`src/rtl/mux8_rr_arbiter_defs.svh`:
```
// ----------------------------------------------------------------------------
// mux8_rr_arbiter_defs.svh
// Shared constants for the 8-way round-robin arbiter and its bench:
// requester count, mux select width and FSM state encodings.
// ----------------------------------------------------------------------------
`ifndef MUX8_RR_ARBITER_DEFS_SVH
`define MUX8_RR_ARBITER_DEFS_SVH

`define MUX8_RR_NUM_REQ  8
`define MUX8_RR_SEL_W    3
`define MUX8_RR_ST_IDLE  1'b0
`define MUX8_RR_ST_BUSY  1'b1

`endif

```
`src/rtl/mux8_rr_arbiter_pkg.sv`:
```
// ----------------------------------------------------------------------------
// mux8_rr_arbiter_pkg
// Types, constants and helper functions for mux8_rr_arbiter.
//   state_t  : two-state FSM encoding (IDLE / BUSY)
//   arb_t    : arbitration result {found, idx}
//   rr_pick  : combinational round-robin search starting at a pointer
//   onehot   : index -> one-hot grant vector
// ----------------------------------------------------------------------------
`include "mux8_rr_arbiter_defs.svh"

package mux8_rr_arbiter_pkg;

    localparam int unsigned NUM_REQ = `MUX8_RR_NUM_REQ;
    localparam int unsigned SEL_W   = `MUX8_RR_SEL_W;

    typedef enum logic [0:0] {
        IDLE = `MUX8_RR_ST_IDLE,
        BUSY = `MUX8_RR_ST_BUSY
    } state_t;

    typedef struct packed {
        logic             found;
        logic [SEL_W-1:0] idx;
    } arb_t;

    // First set request bit at ptr, ptr+1, ... with mod-8 wrap.
    // The index sum is truncated to SEL_W bits, which performs the wrap.
    function automatic arb_t rr_pick(input logic [NUM_REQ-1:0] req_vec,
                                     input logic [SEL_W-1:0]   ptr);
        arb_t             res;
        logic [SEL_W-1:0] cand;
        res = '0;
        for (int unsigned k = 0; k < NUM_REQ; k++) begin
            cand = ptr + SEL_W'(k);
            if (!res.found && req_vec[cand]) begin
                res.found = 1'b1;
                res.idx   = cand;
            end
        end
        return res;
    endfunction

    function automatic logic [NUM_REQ-1:0] onehot(input logic [SEL_W-1:0] idx);
        logic [NUM_REQ-1:0] one;
        one = {{(NUM_REQ-1){1'b0}}, 1'b1};
        return one << idx;
    endfunction

endpackage

```
`src/rtl/mux8_rr_arbiter_mux.sv`:
```
// ----------------------------------------------------------------------------
// multiplexer8to1
// Plain 8:1 single-bit multiplexer.
//   i : 8 data inputs, bit k selected when s == k
//   s : 3-bit select
//   y : selected data bit
// ----------------------------------------------------------------------------
module multiplexer8to1 (
    input  logic [7:0] i,
    input  logic [2:0] s,
    output logic       y
);

    assign y = i[s];

endmodule

```
`src/rtl/mux8_rr_arbiter.sv`:
```
// ----------------------------------------------------------------------------
// mux8_rr_arbiter
// 8-requester round-robin arbiter steering one data bit through an 8:1 mux.
//   clk       : clock, all state on rising edge
//   rst_n     : synchronous active-low reset
//   req[7:0]  : per-requester request, held until its transfer
//   i[7:0]    : per-requester data bit
//   out_ready : downstream accepts out_data this cycle
//   grant     : registered one-hot grant, zero when idle
//   s         : registered select = index of granted requester
//   out_data  : i[s] while out_valid, else 0
//   out_valid : registered, high while a grant is held
// A grant is held (no preemption, no withdrawal) until out_valid & out_ready.
// On transfer the pointer moves past the served requester and re-arbitration
// happens in the same cycle, giving back-to-back grants.
// ----------------------------------------------------------------------------
module mux8_rr_arbiter
    import mux8_rr_arbiter_pkg::*;
#(
    parameter logic [2:0] PTR_INIT = 3'd0
) (
    input  logic       clk,
    input  logic       rst_n,
    input  logic [7:0] req,
    input  logic [7:0] i,
    input  logic       out_ready,
    output logic [7:0] grant,
    output logic [2:0] s,
    output logic       out_data,
    output logic       out_valid
);

    state_t             r_state;
    logic [SEL_W-1:0]   r_ptr;
    logic [SEL_W-1:0]   r_s;
    logic [NUM_REQ-1:0] r_grant;
    logic               r_out_valid;

    logic               w_xfer;
    logic [SEL_W-1:0]   w_arb_ptr;
    arb_t               w_arb;
    logic               w_mux_y;

    assign w_xfer = r_out_valid & out_ready;

    // On a transfer the search already starts past the served requester,
    // so the updated pointer is used in the same cycle it is written.
    assign w_arb_ptr = w_xfer ? (r_s + 3'd1) : r_ptr;

    always_comb begin
        w_arb = rr_pick(req, w_arb_ptr);
    end

    always_ff @(posedge clk) begin
        if (!rst_n) begin
            r_state     <= IDLE;
            r_ptr       <= PTR_INIT;
            r_s         <= '0;
            r_grant     <= '0;
            r_out_valid <= 1'b0;
        end else begin
            case (r_state)
                IDLE: begin
                    if (w_arb.found) begin
                        r_state     <= BUSY;
                        r_s         <= w_arb.idx;
                        r_grant     <= onehot(w_arb.idx);
                        r_out_valid <= 1'b1;
                    end
                end
                BUSY: begin
                    if (w_xfer) begin
                        r_ptr <= w_arb_ptr;
                        if (w_arb.found) begin
                            r_s     <= w_arb.idx;
                            r_grant <= onehot(w_arb.idx);
                        end else begin
                            r_state     <= IDLE;
                            r_grant     <= '0;
                            r_out_valid <= 1'b0;
                        end
                    end
                end
                default: begin
                    r_state     <= IDLE;
                    r_grant     <= '0;
                    r_out_valid <= 1'b0;
                end
            endcase
        end
    end

    multiplexer8to1 u_mux (
        .i (i),
        .s (r_s),
        .y (w_mux_y)
    );

    assign grant     = r_grant;
    assign s         = r_s;
    assign out_valid = r_out_valid;
    assign out_data  = r_out_valid & w_mux_y;

endmodule
```
`config.mk`:
```
export PLATFORM = sky130hd
export DESIGN_NAME = mux8_rr_arbiter
export DESIGN_NICKNAME = d
export VERILOG_FILES = /design/src/rtl/mux8_rr_arbiter_pkg.sv /design/src/rtl/mux8_rr_arbiter_mux.sv /design/src/rtl/mux8_rr_arbiter.sv
export VERILOG_INCLUDE_DIRS = /design/src /design/src/rtl
export SDC_FILE = /design/constraint.sdc
export NUM_CORES = 1
export LEC_CHECK = 0
export ABC_CLOCK_PERIOD_IN_PS = 7500
export CAP_MARGIN = 25
export CORE_MARGIN = 1.5
export CORE_UTILIZATION = 40
export CTS_CLUSTER_DIAMETER = 80
export DETAILED_ROUTE_END_ITERATION = 6
export SLEW_MARGIN = 15
export SYNTH_ARGS = -nofsm -noshare
export SYNTH_HDL_FRONTEND = slang
export SYNTH_HIERARCHICAL = 1
export SYNTH_SLANG_ARGS = --single-unit
export TNS_END_PERCENT = 5
```
`constraint.sdc`:
```
create_clock -name clk -period 7.5 [get_ports clk]
set_input_delay 1.5 -clock clk [delete_from_list [all_inputs] [get_ports clk]]
set_output_delay 1.5 -clock clk [all_outputs]
set_load 0.05 [all_outputs]
```
==> metrics.txt <==
# TYPE chip_impl_metric gauge
chip_impl_info{name="status",value="completed"} 1
chip_impl_metric{name="async_reset_ff_frac",unit=""} 0
chip_impl_metric{name="grtUsageTotal",unit=""} 0.210
chip_impl_metric{name="finalCoreUtilization",unit=""} 0.499
chip_impl_metric{name="detailed_place_hpwl",unit="um"} 4070
chip_impl_metric{name="die_ht",unit="um"} 70.5
chip_impl_info{name="crit_chain",value="clkdlybuf4s50_1, and2_4, mux2i_4, inv_2, ha_1, xnor2_1, mux4_2, o31a_2, and2_1, a311oi_1, nor2_1, o32ai_1"} 1
chip_impl_metric{name="timing.max_slew.rel_slack",unit=""} 0.590
chip_impl_info{name="tritoncts",value="done"} 1
chip_impl_metric{name="worstPathArrival",unit="ps"} 5570
chip_impl_metric{name="max_freq",unit="MHz"} 185
chip_impl_info{name="rsz0062_at_grt",value="no"} 1
chip_impl_info{name="critical_path.slowest_cell",value="clkdlybuf4s50_1"} 1
chip_impl_metric{name="netlist-cell-type-count",unit=""} 67
chip_impl_metric{name="worst_path_largest_cell_delay",unit="ps"} 650
chip_impl_info{name="critical_path.top_delay_family",value="multiplexers"} 1
chip_impl_metric{name="worst-path-buf-inv",unit=""} 2
chip_impl_metric{name="cap_violations",unit=""} 0
chip_impl_metric{name="cts_inserted_buffers",unit=""} 3
chip_impl_metric{name="placementRows",unit=""} 24
chip_impl_metric{name="placed_cells_incl_taps",unit=""} 298
chip_impl_metric{name="port-buffer-count",unit=""} 31
chip_impl_metric{name="timing.critical_path.required",unit="ps"} 7650
chip_impl_info{name="ctsRootBufferMaster",value="clkbuf_8"} 1
chip_impl_metric{name="r2r_setup_slack",unit="ps"} 3370
chip_impl_metric{name="finalClockSkew",unit="ps"} 2.62
chip_impl_metric{name="grt_max_degree",unit=""} 18
chip_impl_metric{name="groute.layer.met2.usage",unit=""} 0.349
chip_impl_metric{name="number_of_register_bits_inferred_by_synthesis",unit=""} 16
chip_impl_metric{name="fp.coreArea",unit="um2"} 4380
chip_impl_metric{name="synth_warnings",unit=""} 6
chip_impl_metric{name="finalSetupViolations",unit=""} 0
chip_impl_metric{name="worst_slew_pin_slew",unit="ps"} 611
chip_impl_metric{name="critical_path_maximum_fanout",unit=""} 17
chip_impl_metric{name="final_period_minus_worst_setup_slack",unit="ps"} 5410
chip_impl_metric{name="first_global_vias",unit=""} 1815
chip_impl_metric{name="timing.final.crit_share",unit=""} 0.722
chip_impl_info{name="ys_dominant_reg_cell",value="dfxtp_1"} 1
chip_impl_metric{name="met3_usage",unit=""} 0.0260
chip_impl_metric{name="cts_sinks",unit=""} 16
chip_impl_metric{name="post_synthesis_instance_total",unit=""} 224
chip_impl_metric{name="power.static_leakage",unit="nW"} 0.798
chip_impl_metric{name="number_of_synthesized_flops_with_an_enable_pin",unit=""} 0
chip_impl_metric{name="antenna_found_initial",unit=""} 0
chip_impl_metric{name="max_h_tree_level",unit=""} 1
chip_impl_metric{name="overall_routed_net_length",unit="um"} 5090
chip_impl_metric{name="maxSlewViolCount",unit=""} 0
chip_impl_metric{name="cts.hold.buffers_added",unit=""} 0
chip_impl_metric{name="starting_density_of_the_core",unit=""} 0.416
chip_impl_metric{name="drt-wirelength-per-cell",unit="um"} 16.9
chip_impl_metric{name="detail-route-antenna-nets",unit=""} 0
chip_impl_metric{name="overflow",unit=""} 0
chip_impl_info{name="grt_busiest_layer",value="met2"} 1
chip_impl_metric{name="instances_no_fill",unit=""} 302
chip_impl_metric{name="cts-root-to-sink-buffers",unit=""} 2
chip_impl_metric{name="p_per_area",unit="nW/um2"} 203
chip_impl_metric{name="num_antenna_cells",unit=""} 0
chip_impl_metric{name="final_hold_viol_count",unit=""} 0
chip_impl_metric{name="drt_iter0_markers",unit=""} 122
chip_impl_metric{name="cts_resized",unit=""} 0
chip_impl_info{name="critical_path.reg2reg.startpoint",value="s[0]$_SDFFE_PN0P_"} 1
chip_impl_metric{name="area_delta_synth_final",unit="%"} 20.0
chip_impl_metric{name="syn-cell-area",unit="um2"} 1820
chip_impl_metric{name="path_clk_slew",unit="ps"} 60
chip_impl_metric{name="place_congestion",unit=""} 0.950
chip_impl_info{name="worst_hold_path.endpoint",value="grant[5]$_SDFFE_PN0P_"} 1
chip_impl_metric{name="die_width",unit="um"} 70.5
chip_impl_metric{name="routed-via-count",unit=""} 1891
chip_impl_metric{name="grt_util_met1",unit=""} 0.264
chip_impl_metric{name="io_pins",unit=""} 32
chip_impl_metric{name="irDropWorstVdd",unit="mV"} 0.0911
chip_impl_metric{name="nets_in_the_synthesized_netlist",unit=""} 246
chip_impl_metric{name="yosysSeqAreaShare",unit=""} 0.176
chip_impl_metric{name="r2r.worst_path.cells",unit=""} 11
chip_impl_metric{name="final_layout_size_suffix_gt1_frac",unit=""} 0.120
chip_impl_info{name="r2r_end",value="grant[7]$_SDFFE_PN0P_"} 1
chip_impl_metric{name="whs",unit="ps"} 452
chip_impl_metric{name="drt_pass1_iterations",unit=""} 4
chip_impl_metric{name="die_area",unit="um2"} 4970
chip_impl_metric{name="holdPathStages",unit=""} 2
chip_impl_metric{name="clock_insertion_delay_worst_skew",unit="ps"} 240
chip_impl_metric{name="first_pass_grt_wire_length",unit="um"} 8520
chip_impl_metric{name="cts.repair_timing.setup_buffer_count",unit=""} 0
chip_impl_metric{name="drt_drc_violations_left",unit=""} 0
chip_impl_info{name="crit_end_category",value="flip-flop"} 1
chip_impl_metric{name="vias_per_cell",unit=""} 6.26
chip_impl_info{name="path_class",value="primary input to flip-flop"} 1
chip_impl_metric{name="syn_avg_cell_area",unit="um2"} 8.14
chip_impl_metric{name="layout.nets",unit=""} 273
chip_impl_info{name="hold_path.startpoint",value="grant[5]$_SDFFE_PN0P_"} 1
chip_impl_info{name="worstSetupStartpointType",value="primary input"} 1
chip_impl_info{name="hp-class",value="flip-flop to flip-flop"} 1
chip_impl_metric{name="final_setup_tns",unit="ps"} 0
cells in the final DEF, fill, tap and decap left out, types with 4 or more instances in the layout:
cell,count
nor2_1,14
mux2i_1,5
o21ai_0,11
nand3_1,10
and2_1,7
o21a_1,5
dfxtp_1,16
clkdlybuf4s50_1,31
a31oi_1,4
nor3_1,6
a211oi_1,5
a32o_1,4
nand2_1,19
and3_1,9
inv_1,5
clkbuf_8,4
a21o_1,8
xnor2_1,5
a21oi_1,14
o32ai_1,5
cell usage after synthesis (all sizes together), types with 6 or more instances:
library cell,n,area share
nand2,20,0.045
a21oi,16,0.048
dfxtp,16,0.18
nor2,14,0.029
o21ai,14,0.038
nand3,11,0.033
a21o,9,0.041
and3,9,0.031
and2,8,0.029
inv,7,0.014
buf,6,0.030
mux2i,6,0.040
nor3,6,0.016
xnor2,6,0.033
tightest hold or removal path, stage by stage (launching register included):
cell     delay [ps]
dfxtp_1         310
inv_1            50
o32ai_1          50
worst max-delay path by stage:
stage,slack (ps),cells after the start,endpoint,start
finish,2090,12,grant[7]$_SDFFE_PN0P_,out_ready
global route,1710,12,grant[7]$_SDFFE_PN0P_,out_ready
CTS,2100,12,grant[4]$_SDFFE_PN0P_,out_ready
detailed placement,1840,12,grant[4]$_SDFFE_PN0P_,out_ready
global placement,1930,12,grant[4]$_SDFFE_PN0P_,out_ready
floorplan,2860,13,grant[2]$_SDFFE_PN0P_,out_ready
cells by family (layout without fill, tap and decap cells):
kind of cell / count (synthesis) / after routing / share of synthesized area
simple gates: 85 / 85 / 0.257
compound gates: 81 / 81 / 0.330
mux: 15 / 15 / 0.126
fa+ha+maj: 3 / 3 / 0.0206
xor+xnor: 7 / 7 / 0.0378
buf+inv: 17 / 43 / 0.0522
flops: 16 / 16 / 0.176
metal layers:
layer | vias up | part of all wire
met1 | 869 | 0.45
met3 | 20 | 0.054
met5 | - | 0
met2 | 80 | 0.46
li1 | 922 | -
met4 | 0 | 0.039
sequential cells by signal, summed over array words and instances, names as in the netlist:
register,cells
grant,8
r_ptr,3
s,3
out_valid,1
r_state,1
area by class of cell:
type / instances / area (um2)
timing repair buffer: 31 / 310
sequential: 16 / 320
inverter: 8 / 30.0
fill: 455 / 2200
multi-input combinational: 191 / 1410
clock buffer: 4 / 55.1
tap: 52 / 65.1
stage by stage:
step / cell area [um2] / setup WS, ps / total power (W)
after global placement: 2130 / 1930 / 0.000371
after detailed placement: 2130 / 1840 / 0.000370
final: 2190 / 2090 / 0.000445
after CTS: 2190 / 2100 / 0.000446
after floorplan: 1820 / 2860 / 0.000305
after global routing: 2190 / 1710 / 0.000476
where the power goes:
group	leakage, nW	switching [W]	internal (W)
combinational	0.639	0.000158	0.000108
clock	0.0288	0.0000278	0.0000465
sequential	0.131	0.0000103	0.0000942
Note: power is estimated with default switching activity, not from simulation.
